===== src/rtl/imem_arbiter.sv =====
// Arbitrates the single-port instruction memory between CPU fetch (read) and the program loader (write).
// Optional fetch range checking is enabled by defining IMEM_RANGE_CHECK_EN.
module imem_arbiter #(
    parameter int unsigned AW           = 6,
    parameter int unsigned STARVE_LIMIT = 4,
    parameter logic [31:0] NOP_WORD     = 32'h0000_0000
) (
    input  logic          clk,
    input  logic          rst_n,
    input  logic          fetch_req,
    input  logic [31:0]   fetch_pc,
    output logic [31:0]   fetch_instr,
    output logic          fetch_valid,
    output logic          fetch_fault,
    output logic          cpu_hold,
    input  logic          ld_req,
    input  logic [AW-1:0] ld_addr,
    input  logic [31:0]   ld_data,
    output logic          ld_ack,
    input  logic          ld_done,
    output logic [AW:0]   ld_count,
    output logic [AW-1:0] mem_addr,
    output logic          mem_we,
    output logic [31:0]   mem_wdata,
    input  logic [31:0]   mem_rdata
);

    localparam int unsigned CW    = $clog2(STARVE_LIMIT + 1);
    localparam int unsigned CNTW  = AW + 1;
    localparam int unsigned DEPTH = 1 << AW;

    typedef enum logic {BOOT, RUN} state_t;

    state_t        state, state_nx;
    logic [CW-1:0] starve_cnt, starve_cnt_nx;
    logic          ld_gnt;
    logic          fetch_gnt;
    logic          forced;
    logic          fetch_oor;
    logic          unused_pc_bits;

    // State and starvation counter registers
    always_ff @(posedge clk or negedge rst_n) begin
        if (!rst_n) begin
            state      <= BOOT;
            starve_cnt <= '0;
        end else begin
            state      <= state_nx;
            starve_cnt <= starve_cnt_nx;
        end
    end

    // Next state, grant selection and CPU hold
    always_comb begin
        state_nx      = state;
        starve_cnt_nx = starve_cnt;
        ld_gnt        = 1'b0;
        fetch_gnt     = 1'b0;
        forced        = 1'b0;
        cpu_hold      = 1'b1;
        case (state)
            BOOT: begin
                ld_gnt = ld_req;
                if (ld_done) begin
                    state_nx = RUN;
                end
            end
            RUN: begin
                forced    = ld_req && fetch_req && (starve_cnt == CW'(STARVE_LIMIT));
                ld_gnt    = ld_req && (!fetch_req || forced);
                fetch_gnt = fetch_req && !forced;
                cpu_hold  = forced;
            end
            default: state_nx = BOOT;
        endcase
        // Counter only runs while the loader is being denied in favour of fetch
        if (ld_gnt || !ld_req) begin
            starve_cnt_nx = '0;
        end else if (fetch_req) begin
            starve_cnt_nx = starve_cnt + CW'(1);
        end
    end

    // Memory port drive follows the grant
    always_comb begin
        mem_addr = '0;
        mem_we   = 1'b0;
        if (ld_gnt) begin
            mem_addr = ld_addr;
            mem_we   = 1'b1;
        end else if (fetch_gnt) begin
            mem_addr = fetch_pc[AW+1:2];
        end
    end

    assign mem_wdata = ld_data;

`ifdef IMEM_RANGE_CHECK_EN
    assign fetch_oor = |fetch_pc[31:AW+2];

    always_ff @(posedge clk or negedge rst_n) begin
        if (!rst_n) begin
            fetch_fault <= 1'b0;
        end else begin
            fetch_fault <= fetch_gnt && fetch_oor;
        end
    end
`else
    assign fetch_oor   = 1'b0;
    assign fetch_fault = 1'b0;
`endif

    // Byte offset never matters; upper bits only matter with range checking
    assign unused_pc_bits = ^{fetch_pc[31:AW+2], fetch_pc[1:0]};

    // Registered fetch response and loader acknowledge
    always_ff @(posedge clk or negedge rst_n) begin
        if (!rst_n) begin
            fetch_instr <= NOP_WORD;
            fetch_valid <= 1'b0;
            ld_ack      <= 1'b0;
            ld_count    <= '0;
        end else begin
            fetch_valid <= fetch_gnt;
            ld_ack      <= ld_gnt;
            if (fetch_gnt) begin
                fetch_instr <= fetch_oor ? NOP_WORD : mem_rdata;
            end
            if (ld_gnt && (ld_count != CNTW'(DEPTH))) begin
                ld_count <= ld_count + CNTW'(1);
            end
        end
    end

endmodule

===== config.mk =====
export PLATFORM = sky130hd
export DESIGN_NAME = imem_arbiter
export DESIGN_NICKNAME = d
export VERILOG_FILES = /design/src/rtl/imem_arbiter.sv
export SDC_FILE = /design/constraint.sdc
export NUM_CORES = 1
export LEC_CHECK = 0
export ABC_AREA = 1
export CAP_MARGIN = 20
export CORE_ASPECT_RATIO = 1.25
export CORE_MARGIN = 2
export CORE_UTILIZATION = 29
export DETAILED_ROUTE_END_ITERATION = 12
export PLACE_DENSITY_LB_ADDON = 0.15
export SLEW_MARGIN = 10
export SYNTH_ARGS = -nofsm -noshare
export SYNTH_HDL_FRONTEND = slang
export SYNTH_SLANG_ARGS = --single-unit

===== constraint.sdc =====
create_clock -name clk -period 1.6 [get_ports clk]
set_clock_uncertainty 0.2 [all_clocks]
set_input_delay 0.32 -clock clk [delete_from_list [all_inputs] [get_ports clk]]
set_output_delay 0.32 -clock clk [all_outputs]
set_load 0.03 [all_outputs]

Word-level counts from Yosys, hierarchy flattened. Cells that the tools add are included.

Multiply operators: 0. $lt $le $gt $ge: 0. Bitwise gates (word level): 1. Add/subtract/negate cells: 2. Equality and inequality tests: 2. Divide/modulo/power cells: 0. Shifts and indexed selects: 0. Reduce and logical (&&, ||, !) cells: 11. Multiplexer cells: 10.

Operators by type and width (count): $mux W6 (2); $add A7 B1 Y7 const B (1); $ne A7 B7 Y1 const B (1); $mux W3 (2); $logic_and A1 B1 Y1 (5); $mux W1 (5); $add A3 B1 Y3 const B (1); $eq A3 B3 Y1 const B (1); $logic_not A1 Y1 (3); $logic_or A1 B1 Y1 (2); $pmux W1 S2 (1); $reduce_bool A2 Y1 (1); $not A1 Y1 (1).

Register bits: 45. Input port bits: 107. Latch bits: 0. Memories kept: 0. Word-level logic and storage cells: 32. Bits in read-only memories: 0. Bits in writable memories: 0. Output and inout bits: 82.

Depth between registers and ports, before layout.
Word-level depth: 7. Depth in mapped cells: 8. Depth with buffers taken out: 7.

Least setup slack after synthesis. Ideal clock, no wire load.

Path type: register to output. Start: reg starve_cnt[0]. End: out mem_addr[0]. Arrival: 1.376 ns. Path buffers: 1. Path slack: -0.296 ns. Cell stages (with the launch flop): 8. Required time: 1.080 ns. Cell sequence: dfrtp_1 inv_1 ha_1 nand2_1 a31oi_4 buf_4 nand2_1 nand2_1.

Word-level cells in the longest chain between the ends: 7. Elaborated cells on any way between the ends: 10. Those cells by class: 1 x eq/ne; 4 x mux; 5 x reduce/logical.

Ends and longest elaborated chain: start, declared (RTL line 35) `logic [CW-1:0] starve_cnt, starve_cnt_nx;`; start signal, assigned (RTL line 49) `starve_cnt <= starve_cnt_nx;`; $eq A3 B3 Y1 * (RTL line 69) `forced = ld_req && fetch_req && (starve_cnt == CW'(STARVE_LIMIT));`; $logic_and A1 B1 Y1 * (RTL line 69); $logic_not A1 Y1 (RTL line 71) `fetch_gnt = fetch_req && !forced;`; $logic_and A1 B1 Y1 (RTL line 71); $mux W1 (RTL line 61) `case (state)`; $mux W6 (RTL line 91) `end else if (fetch_gnt) begin`; $mux W6 * (RTL line 88) `if (ld_gnt) begin`; end, declared (RTL line 22) `output logic [AW-1:0] mem_addr,`.

Every way passes the cells marked *; elsewhere a longest branch is shown, timed or not.

Final worst setup path.
Start: reg starve_cnt[1]. End: out mem_addr[4].

The elaborated chain is that of the path after synthesis.

==> metrics.md <==
| Metric | Value |
|---|---|
| Final Critical Period | 2.09 ns |
| Clock sink count | 45 |
| Hold Vio Cnt, Final | 0 |
| Synth Register Bits | 45 |
| CTS tree | built |
| Fmax | 477 MHz |
| CTS Buf Count | 5 |
| Arr. time, crit path | 1.57 ns |
| DRT antenna net count | 0 |
| DR DRC count | 0 |
| Max-slew violations | 0 |
| Worst-Skew Late Latency | 0.29 ns |
| Congestion Overflow GR | 0 |
| Seq/Total Area, Yosys | 49.5% |
| Setup CP Type | reg2out |
| Post-route setup TNS | -10.45 ns |
| Final Net Count | 474 |
| Die Span Y | 103 um |
| Clock Pin Slew Worst Setup and Hold Paths | 0.09 ns |
| Status | complete, but fails checks |
| Overall Global Routing Usage | 13.7% |
| Crit start category | flop |
| Syn Nets | 385 |
| # setup viols final | 50 |
| Post-Syn Area | 2270 um2 |
| CP Capture Type | output port |
| Final wirelength | 5800 um |
| Port Buffers | 97 |
| Clk buf depth | 2 |
| First-pass GRT wire length | 9320 um |
| Top post-synthesis cells by area | dfrtp_1 50%, nand2_1 23%, buf_4 12% |
| Starting DRC count in detailed routing | 65 |
| Max-cap violations | 0 |
| P&R area growth vs syn | 52.6% |
| Worst min path class | reg2reg |
| Initial Util | 29.5% |
| Leakage dissipation | 1.83 nW |
| Required @ worst endpoint | 1.08 ns |
| Via count | 1,928 |
| Setup crit start | starve_cnt[1] |
| Total number of H-tree levels | 2 |
| Std-Cell Rows | 36 |
| R2R Path Start | starve_cnt[1] |
| Final Instance Area | 3470 um2 |
| Hpwl dp | 3910 um |
| Share of the synthesized area in the top cell type | 49.5% |
| RSZ-0062 raised after global routing | true |
| CTS root buffer | clkbuf_8 |
| Failing checks | negative setup slack |
| Synth Area per Inst | 8.30 um2 |
| Initial antenna violation count | 0 |
| Hold Worst Slack | 0.285 ns |
| Hold path start | fetch_instr[6] |
| Hold Crit Depth | 2 |
| Top FF cell, synth | dfrtp_1 |
| Post-placement cell area | 3180 um2 |
| I/O Pins | 189 |
| Count leader, synth | nand2_1 |
| Die width | 83.2 um |
| Core Region | 7700 um2 |
| EDFF count, synth | 0 |
| Peak supply drop | 0.595 mV |
| Total power | 0.00324 W |
| Die Area | 8570 um2 |
| R2R cell count | 9 |
| Largest net degree at the start of global routing | 33 |
| Async set-reset flop share out of synthesis | 100% |
| WL per Instance | 12.6 um |
| Synth top cells by count | 139 x nand2_1, 45 x dfrtp_1, 37 x buf_4 |
| Pre-antenna DRT Iters | 4 |
| Count of different cell masters after synthesis | 20 |
| Layout cell share with drive strength beyond 1 | 27.7% |
| Fill cell count | 789 |
| Final Cycle Share | 131% |
| Worst setup margin | -0.495 ns |
| Cell taking the most area after synthesis | dfrtp_1 |
| Vias in the first global route | 1,957 |
| Critical path fanouts, max | 8 |
| Yosys Warn Count | 0 |
| RD Place Congestion | 0.773 |
| Via density | 4.20 |
| Post-synthesis cell count | 274 |
| PwrDens | 934 nW/um2 |
| Ant. Diodes | 0 |
[flip-flops by register name, indices dropped and copies added, names as in the netlist]
signal	flops
fetch_instr	32
fetch_valid	1
ld_ack	1
ld_count	7
starve_cnt	3
state	1
[through the flow]
stage / cells / setup slack, ns / util [%]
4_1_cts: 455 / -0.522 / 45.2
3_5_place_dp: 438 / -0.534 / 41.3
5_1_grt: 459 / -0.605 / 45.1
2_1_floorplan: 274 / -0.191 / -
3_3_place_gp: 438 / -0.519 / 41.3
6_report: 459 / -0.495 / 45.1
[routing by layer]
layer	GRT usage [%]	vias to the layer above	share of wire (%)
met5	0	-	0
met4	5.17	0	1.3
met3	3.92	14	5.9
met2	25.6	56	52
met1	14.9	885	40
li1	-	973	-
[worst paths after layout]
| path | to | slack (ns) |
|---|---|---|
| min in group asynchronous | fetch_valid | 0.33 |
| min | fetch_instr[6] | 0.29 |
| max reg2reg | fetch_instr[22] | -0.21 |
| max in group asynchronous | fetch_instr[7] | 0.56 |
| min reg2reg | fetch_instr[6] | 0.29 |
| max | mem_addr[4] | -0.49 |
[kinds of logic after synthesis]
kind of cell	synth area share, %
compound gates	1.81
other cells	0.165
flops	49.5
fa+ha+maj	2.20
buf+inv	16.7
simple gates	28.9
xor+xnor	0.770
[cells in the final DEF (no fill, tap or decap), drive strengths merged, types with 2 or more instances in the layout]
| master | n |
|---|---|
| nand2 | 141 |
| clkdlybuf4s50 | 47 |
| dfrtp | 45 |
| buf | 44 |
| clkbuf | 26 |
| inv | 13 |
| nand3 | 12 |
| nor2 | 7 |
| clkdlybuf4s15 | 7 |
| ha | 4 |
| nand4 | 3 |
| o21bai | 2 |
| bufbuf | 2 |
| dlygate4sd2 | 2 |
[what timing repair did]
action                                 in CTS  in global routing
buffers inserted                            7                  4
resized for setup                          68                 51
setup endpoints to repair                  81                 79
hold buffers                                1                  0
gates cloned                                2                  0
pin swaps                                   9                  1
endpoints found under the hold margin      45                  0
[worst max-delay path, stage by stage (launching register included)]
cell     delay (ns)
dfrtp_1        0.39
inv_1          0.06
ha_2           0.18
nand2_2        0.07
a31oi_4        0.18
buf_12         0.17
nand2_4        0.06
nand2_4        0.05
buf_6          0.12
[layout make-up]
| class | count | area, um2 | share of cell area (%) |
|---|---|---|---|
| Clock buffer | 5 | 68.8 | 1.98 |
| Clock inverter | 3 | 21.3 | 0.613 |
| Inverter | 12 | 47.5 | 1.37 |
| Multi-Input combinational cell | 175 | 893 | 25.7 |
| Sequential cell | 45 | 1130 | 32.5 |
| Tap cell | 95 | 119 | 3.42 |
| Timing Repair Buffer | 124 | 1190 | 34.4 |
[where the power goes]
group	switching, W	internal (W)	leakage (nW)	total [W]
sequential	0.0000908	0.00127	0.555	0.00136
clock	0.000398	0.000310	0.0445	0.000709
combinational	0.000666	0.000513	1.23	0.00118
No activity file was read; power rests on OpenSTA's default activity.
==> patch: new RTL, config.mk and constraints unchanged <==
Add a define of `IMEM_RANGE_CHECK_EN`.
--- a/src/rtl/imem_arbiter.sv
+++ b/src/rtl/imem_arbiter.sv
@@ -1,4 +1,6 @@
 // Arbitrates the single-port instruction memory between CPU fetch (read) and the program loader (write).
 // Optional fetch range checking is enabled by defining IMEM_RANGE_CHECK_EN.
+`define IMEM_RANGE_CHECK_EN
+
 module imem_arbiter #(
     parameter int unsigned AW           = 6,
Behaviour: not the same (Yosys sat finds a counterexample within 4 cycles, from zero or initial values and one cycle with rst_n low).
==> patch against the unedited design <==
- the flow still finishes with violations (setup timing)
- first-iteration DRC count rose by 26%
- sequential power decreased by 6%
- maximum frequency is 0.79% lower
- critical path depth unchanged
- sequential share of layout area is 4.2 points lower
- setup slack worse by 0.017 ns
- synthesized area increased by 9.6%
- routed wire length is 34% higher
- power decreased by 7.6%
- global-route usage rose by 2.7 points
- synthesized cell count grew 8.0%
- sequential cell count up 1
- final area grew 17%
- critical path type unchanged
- largest power group unchanged
- highest routed layer unchanged
==> patch: results (changes against the unedited design) <==
* Number of antenna violations at the first check in global routing at 0 (unchanged)
* Leakage Power at 1.89 nW (was 1.83 nW)
* Top Registers: fetch_instr (32), ld_count (7), starve_cnt (3) (unchanged)
* Ys flop type: dfrtp_1 (unchanged)
* DR vias/cell at 4.78 (was 4.20)
* Diode count at 0 (unchanged)
* Vias in the first global route at 2469 (was 1957)
* Post-detail-place hpwl at 5410 µm (was 3910 µm)
* Final Hold Viols at 0 (unchanged)
* Num CTS Buffers at 5 (unchanged)
* First-pass GRT wire length at 12000 µm (was 9320 µm)
* Mapped Nets at 407 (was 385)
* Cells after Synth at 296 (was 274)
* YS warnings at 0 (unchanged)
* Total Routing Usage GR at 0.164 (was 0.137)
* DRT iter0 DRCs at 82 (was 65)
* Fill cells at 801 (was 789)
* Placed insts at 487 (was 438)
* RD Place Congestion at 0.747 (was 0.773)
* Crit-path slowest cell: dfrtp_1 (unchanged)
* Crit path max fanout at 7 (was 8)
* Distinct cell type count after synthesis at 23 (was 20)
* Setup-failing EPs final at 51 (was 50)
* Status: finished, violations left (unchanged)
* Slew @ Worst Pin at about 0.36 ns
* Post-synth top cells: 82 x nand2_1, 46 x dfrtp_1, 34 x nand4_1 (was 139 x nand2_1, 45 x dfrtp_1, 37 x buf_4)
* Seq/Total Area, Yosys at 0.462 (was 0.495)
* Setup ws final at -0.511 ns (was -0.495 ns)
* Setup WS pre-CTS at -0.426 ns (was -0.534 ns)
* Root buf cell: clkbuf_8 (unchanged)
* # nets final at 517 (was 474)
* Routed length per instance at 15.4 µm (was 12.6 µm)
* Number of H-tree levels at 2 (unchanged)
* Worst path max stage delay at ~0.4 ns
* Clock latency on the worst-skew pair at 0.30 ns
* Share of layout cells above drive strength 1 at 0.258 (was 0.277)
* Drt first pass iters at 4 (unchanged)
* Largest net degree at the start of global routing at 34 (was 33)
* Violated checks: setup timing (unchanged)
* Top Family by Delay on Critical Path: flip-flops (unchanged)
* Routed WL at 7750 µm (was 5800 µm)
* Worst hold path class: flop to flop (unchanged)
* Area contributors post-synth: dfrtp_1 46%, nand2_1 12%, buf_4 9.6% (was dfrtp_1 50%, nand2_1 23%, buf_4 12%)
* Data arrival time of the worst path at 1.59 ns (was 1.57 ns)
* FFs w/ async S/R, synth at 1.00 (unchanged)
* PortBufs at 122 (was 97)
* Peak VDD IR at 0.381 mV (was 0.595 mV)
* Clk buf depth at 2 (unchanged)
* Clock transition at the registers of the reported paths at 0.09 ns (about the same)
## patch: tightest hold or removal path: cells and delay by family, from the launching register on
kind            cells  cell delay (ns)
flops               1             0.36
compound gates      1             0.06
simple gates        1             0.05
## patch: power by group
group	switching, mW	internal [mW]
clock	0.415	0.469
sequential	0.0660	1.21
combinational	0.404	0.428
## patch: metal layers
metal,up-vias,GRT usage,part of all wire
li1,1173,-,-
met1,1126,0.185,0.39
met2,93,0.296,0.53
met3,15,0.0399,0.057
met4,0,0.0580,0.018
met5,-,0,0
## patch: kinds of logic (layout without fill, tap and decap cells)
family                     Yosys count  after routing  share of synthesized area
and+or+nand+nor                    146            146                      0.273
buffers and inverters               61            172                      0.153
DFF                                 46             46                      0.462
AOI/OAI and AO/OA                   34             34                     0.0748
xor gates and xnor gates             5              5                     0.0176
adders and majority gates            4              4                     0.0201
## patch: final timing paths
check	slack, ns	end	start	depth (start not counted)
worst max-delay path	-0.51	mem_addr[2]	starve_cnt[0]	8
worst min-delay path	0.30	fetch_instr[15]	fetch_instr[15]	2
worst max register to register	-0.18	ld_count[5]	starve_cnt[0]	11
worst min register to register	0.30	fetch_instr[15]	fetch_instr[15]	2
max in group asynchronous	0.54	state	rst_n	3
min in group asynchronous	0.34	ld_count[2]	rst_n	3
## patch: repair_timing
action	in CTS	in global routing
gates resized for setup	103	40
hold buffers	1	0
endpoints found under the setup margin	80	77
pin swaps	3	1
cloned	2	1
hold endpoints to repair	46	0
buffers inserted	7	3
## patch: layout make-up
class	instances	area [µm²]	area share
timing repair buffer	152	1510	0.372
clock inverter	3	43.8	0.0107
clock buffer	5	68.8	0.0169
inverter	12	57.6	0.0141
sequential	46	1150	0.283
tap	97	121	0.0298
multi-input combinational	189	1120	0.274
## patch: metrics by stage
stage	setup TNS [ns]	power [mW]	util	cell area (µm²)
CTS	-16.76	3.03	0.494	4090
global placement	-14.80	2.05	0.453	3750
global route	-11.43	3.16	0.492	4070
finish	-7.47	3.00	0.492	4070
detailed placement	-15.48	2.06	0.453	3750
floorplan	-2.68	1.81	-	2570
